`src/rtl/timer_scheduler.sv`:
```
// timer_scheduler: one countdown timer shared round-robin among NUM_REQ
// requesters. The winner's duration (in ticks of TICK_PERIOD_ns) is latched at
// grant; when it expires a one-cycle done pulse goes to that requester.
//
// Ports:
//   clk          system clock, rising edge
//   sync_resetn  synchronous active-low reset (wins over enable)
//   enable       clock enable; low freezes all state and outputs
//   req          level request per requester
//   req_ticks    packed durations, requester i at [i*COUNT_WIDTH +: COUNT_WIDTH]
//   grant        one-hot owner while counting
//   done         one-hot single-cycle completion pulse
//   busy         high whenever not idle
//   active_id    owner / completing requester, 0 when idle
//   remaining    ticks left for the owner, 0 when idle
module timer_scheduler #(
  parameter int NUM_REQ        = 4,
  parameter int COUNT_WIDTH    = 16,
  parameter int CLK_PERIOD_ns  = 20,
  parameter int TICK_PERIOD_ns = 1_000_000
) (
  input  logic                       clk,
  input  logic                       sync_resetn,
  input  logic                       enable,
  input  logic [NUM_REQ-1:0]         req,
  input  logic [NUM_REQ*COUNT_WIDTH-1:0] req_ticks,
  output logic [NUM_REQ-1:0]         grant,
  output logic [NUM_REQ-1:0]         done,
  output logic                       busy,
  output logic [$clog2(NUM_REQ)-1:0] active_id,
  output logic [COUNT_WIDTH-1:0]     remaining
);
  localparam int PRESCALE = TICK_PERIOD_ns / CLK_PERIOD_ns;
  localparam int ID_W     = $clog2(NUM_REQ);
  localparam int PS_W     = (PRESCALE > 1) ? $clog2(PRESCALE) : 1;
  localparam logic [PS_W-1:0] PS_LAST = PS_W'(PRESCALE - 1);

  typedef enum logic [1:0] {IDLE, COUNT, DONE} state_t;

  state_t                 state, state_nxt;
  logic [ID_W-1:0]        ptr, ptr_nxt, id_nxt, next_id, winner, cand;
  logic [COUNT_WIDTH-1:0] rem_nxt;
  logic [PS_W-1:0]        ps, ps_nxt;
  logic [NUM_REQ-1:0]     grant_nxt, done_nxt;
  logic                   busy_nxt, found;
  int                     s;

  logic [COUNT_WIDTH-1:0] ticks_arr [NUM_REQ];
  for (genvar i = 0; i < NUM_REQ; i++) begin : g_unpack
    assign ticks_arr[i] = req_ticks[i*COUNT_WIDTH +: COUNT_WIDTH];
  end

  // First set request scanning ptr, ptr+1, ... with wrap at NUM_REQ.
  always_comb begin
    found  = 1'b0;
    winner = '0;
    s      = 0;
    cand   = '0;
    for (int k = 0; k < NUM_REQ; k++) begin
      s = int'(ptr) + k;
      if (s >= NUM_REQ) s = s - NUM_REQ;
      cand = ID_W'(s);
      if (!found && req[cand]) begin
        found  = 1'b1;
        winner = cand;
      end
    end
  end

  assign next_id = (active_id == ID_W'(NUM_REQ - 1)) ? '0 : active_id + ID_W'(1);

  // State register: every flop, outputs included, updates only when enabled.
  always_ff @(posedge clk) begin
    if (!sync_resetn) begin
      state     <= IDLE;
      ptr       <= '0;
      ps        <= '0;
      active_id <= '0;
      remaining <= '0;
      grant     <= '0;
      done      <= '0;
      busy      <= 1'b0;
    end else if (enable) begin
      state     <= state_nxt;
      ptr       <= ptr_nxt;
      ps        <= ps_nxt;
      active_id <= id_nxt;
      remaining <= rem_nxt;
      grant     <= grant_nxt;
      done      <= done_nxt;
      busy      <= busy_nxt;
    end
  end

  // Next-state logic.
  always_comb begin
    state_nxt = state;
    ptr_nxt   = ptr;
    id_nxt    = active_id;
    rem_nxt   = remaining;
    ps_nxt    = ps;
    case (state)
      IDLE: begin
        if (found) begin
          id_nxt    = winner;
          rem_nxt   = ticks_arr[winner];
          ps_nxt    = '0;
          state_nxt = (ticks_arr[winner] == '0) ? DONE : COUNT;
        end
      end
      COUNT: begin
        // Dropped request aborts, even on the final tick.
        if (!req[active_id]) begin
          state_nxt = IDLE;
          ptr_nxt   = next_id;
          id_nxt    = '0;
          rem_nxt   = '0;
          ps_nxt    = '0;
        end else if (ps == PS_LAST) begin
          ps_nxt  = '0;
          rem_nxt = remaining - COUNT_WIDTH'(1);
          if (remaining == COUNT_WIDTH'(1)) state_nxt = DONE;
        end else begin
          ps_nxt = ps + PS_W'(1);
        end
      end
      DONE: begin
        state_nxt = IDLE;
        ptr_nxt   = next_id;
        id_nxt    = '0;
        rem_nxt   = '0;
      end
      default: state_nxt = IDLE;
    endcase
  end

  // Output decode from the next state so the outputs come straight off flops.
  always_comb begin
    grant_nxt = '0;
    done_nxt  = '0;
    busy_nxt  = (state_nxt != IDLE);
    if (state_nxt == COUNT) grant_nxt[id_nxt] = 1'b1;
    if (state_nxt == DONE)  done_nxt[id_nxt]  = 1'b1;
  end

endmodule
```
`config.mk`:
```
export PLATFORM = sky130hd
export DESIGN_NAME = timer_scheduler
export DESIGN_NICKNAME = d
export VERILOG_FILES = /design/src/rtl/timer_scheduler.sv
export SDC_FILE = /design/constraint.sdc
export NUM_CORES = 1
export LEC_CHECK = 0
export ABC_AREA = 0
export BUFFER_PORTS_ARGS = -buffer_cell sky130_fd_sc_hd__clkbuf_2
export CORE_MARGIN = 2
export CORE_UTILIZATION = 49
export CTS_BUF_LIST = sky130_fd_sc_hd__clkbuf_2
export DETAILED_ROUTE_END_ITERATION = 12
export PLACE_DENSITY = 0.8
export SLEW_MARGIN = 40
export SYNTH_ARGS = -nofsm -noshare
export SYNTH_HDL_FRONTEND = slang
export SYNTH_SLANG_ARGS = --single-unit
```
`constraint.sdc`:
```
create_clock -name clk -period 3.2 [get_ports clk]
set_clock_uncertainty 0.2 [all_clocks]
set_input_delay 0.16 -clock clk [delete_from_list [all_inputs] [get_ports clk]]
set_output_delay 0.16 -clock clk [all_outputs]
set_load 0.01 [all_outputs]
```
==> flow_summary.json <==
{
  "tritoncts": "yes",
  "placed_area_um2": 3860,
  "fin_hold_ws_ns": 0.0943,
  "hold_class": "in2reg",
  "cts.clk_slew.worst_paths_ns": 0.28,
  "cp.required_ns": 3.37,
  "drive_gt1_share_pct": 30.5,
  "dp_hpwl_um": 6570,
  "rows": 29,
  "synth_edf_count": 0,
  "antenna_found_initial": 0,
  "grt_pass1_vias": 3013,
  "dp_cells": 554,
  "grtUsageTotal_pct": 23.6,
  "grt-ovfl-total": 0,
  "holdPathStages": 6,
  "ys.warnings.count": 0,
  "synth_cell_types": 57,
  "place.gp.congestion": 0.909,
  "ys_seq_elements": 47,
  "antenna_cells": 0,
  "path_max_fanout": 6,
  "grt_max_degree": 33,
  "cp-end-kind": "flip-flop",
  "layoutNonFillerInstCount": 569,
  "combPwrFrac_pct": 36.7,
  "synth.most_common_cell": "dfxtp_1",
  "final_hold_viol_count": 0,
  "period_share_pct": 95.7,
  "switchingPower_uw": 570,
  "syn2layout_area_growth_pct": 23.8,
  "syn_inst": 384,
  "fin_util_pct": 63.0,
  "layout_min_cycle_time_ns": 3.06,
  "cts_max_level": 2,
  "ir_drop_v": 0.000266,
  "drc": 0,
  "setup_slack_ns": 0.136,
  "worst_pin_slew_ns": 0.606,
  "yosysTopAreaCell": "dfxtp_1",
  "wirelength_um": 8640,
  "dr.pass1.iters": 5,
  "slew-limit-headroom_pct": 59.3,
  "ios": 98,
  "status": "finished clean",
  "seq_area_frac_synth_pct": 29.0,
  "gr-max-usage-layer": "met2",
  "drtIter0Drc": 269,
  "leakage_nw": 1.81,
  "drv_cap": 0,
  "dieArea_um2": 7300,
  "r2r_cells": 11,
  "synth_area_um2": 3250,
  "cts_sinks": 47,
  "power.share.sequential_pct": 41.7,
  "finalSetupTns_ns": 0,
  "nets": 571,
  "antenna_left": 0,
  "ys_top_cells_by_area": "dfxtp_1 29%, mux2i_1 12%, mux2_2 4.9%",
  "insertion_delay_ns": 0.44,
  "synth_common_cells": "47 x dfxtp_1, 42 x nor2_1, 40 x mux2i_1, 32 x nand2_1, 20 x o21ai_0",
  "synth_top_area_share_pct": 29.0,
  "clk_root_buffer_cell": "clkbuf_2",
  "cp_data_arrival_time_ns": 3.24,
  "avgSynthCellArea_um2": 8.46,
  "synth_fp_nets": 464,
  "clk_path_buf_depth": 2,
  "p_per_area_nw_per_um2": 399,
  "setup_viol": 0,
  "core-area_um2": 6390,
  "num_vias": 3307,
  "grt_pass1_wl_um": 14200,
  "dpl_worst_slack_ns": -0.0625,
  "wire_per_inst_um": 15.2,
  "rsz0062_at_grt": "no",
  "globalRouteMet1Util_pct": 32.1,
  "initial_core_util_pct": 50.9,
  "crit_path_start_kind": "flip-flop",
  "cts_buffers": 5,
  "vias_per_cell": 5.81,
  "p_sw_share_pct": 35.5,
  "pwr-share-clk_pct": 21.6,
  "die_h_um": 85.4,
  "met2_usage_pct": 38.1,
  "grt_util_met3_pct": 4.47,
  "async_reset_ff_share_pct": 0,
  "fin_area_um2": 4020,
  "worstSetupPathType": "reg2reg",
  "port_buffers": 97,
  "fmax_ghz": 0.326,
  "p_int_mw": 1.03,
  "finalPower_mw": 1.60,
  "die-width_um": 85.4,
  "slew_viol_final": 0,
  "synth_flop_cell": "dfxtp_1"
}
logic make-up (layout without fill, tap and decap cells):
| group | count (synthesis) | in the layout | share of synthesized area [%] |
|---|---|---|---|
| AND/OR/NAND/NOR | 142 | 142 | 22.5 |
| AO/OA/AOI/OAI | 84 | 84 | 18.7 |
| multiplexers | 54 | 54 | 17.2 |
| flip-flops | 47 | 47 | 29.0 |
| buffers and inverters | 31 | 139 | 4.58 |
| XOR/XNOR | 17 | 17 | 4.58 |
| adder cells (fa/ha/maj) | 9 | 9 | 3.47 |
area by class of cell:
class | instances | area (µm²)
clock inverters | 3 | 46.3
well taps | 77 | 96.3
multi-input cells | 306 | 2170
flip-flops and latches | 47 | 943
repair buffers | 117 | 684
inverters | 14 | 52.6
fillers | 542 | 2360
clock buffers | 5 | 25.0
timing repair:
action / CTS / global route
hold buffers: 2 / 0
endpoints found under the setup margin: 2 / 9
resized for setup: 1 / 4
cloned: 0 / 2
pin swaps: 1 / 2
setup buffers: 1 / 2
hold endpoints to repair: 14 / 0
layout by cell type, fill, tap and decap left out, types with 4 or more instances in the layout:
master	count
clkbuf_2	102
dfxtp_1	45
nor2_1	42
mux2i_1	39
nand2_1	32
o21ai_0	20
mux2_2	14
inv_1	13
buf_4	13
nand3_1	12
a21oi_1	10
a22oi_1	10
xor2_1	10
nor3_1	9
ha_1	9
nand4_1	8
o31ai_1	8
nor4_1	7
nor2b_1	7
xnor2_1	7
or3_1	6
o211a_1	6
and3_1	4
sequential cells by signal (all words and copies together) (netlist names):
register,flops
ps,16
remaining,16
done,4
grant,4
active_id,2
ptr,2
state,2
busy,1
routing by layer:
layer	wire (µm)	up-vias
met4	148	0
li1	-	1621
met2	3980	139
met3	625	13
met1	3880	1534
met5	0	-
power by group through the flow:
stage / Sequential [mW] / Combinational [mW] / Clock [mW]
finish: 0.668 / 0.589 / 0.346
global route: 0.675 / 0.651 / 0.374
CTS: 0.667 / 0.568 / 0.354
detailed placement: 0.677 / 0.562 / 0
global placement: 0.676 / 0.555 / 0
floorplan: 0.681 / 0.378 / 0
critical path: stages (launching register included):
cell	delay, ns
dfxtp_2	0.43
nand2b_1	0.11
a21oi_1	0.09
a311oi_4	0.26
buf_4	0.20
buf_6	0.15
mux2i_1	0.25
mux2i_1	0.12
nand4b_1	0.23
nor4_4	0.43
o31ai_2	0.15
o41ai_1	0.37
final timing paths:
kind / from / end / slack [ns]
worst max-delay path: ptr[1] / done[2] / 0.14
worst min-delay path: req_ticks[1] / remaining[1] / 0.09
worst max register to register: ptr[1] / done[2] / 0.14
worst min register to register: grant[3] / grant[3] / 0.27
(Power assumes the default switching activity.)
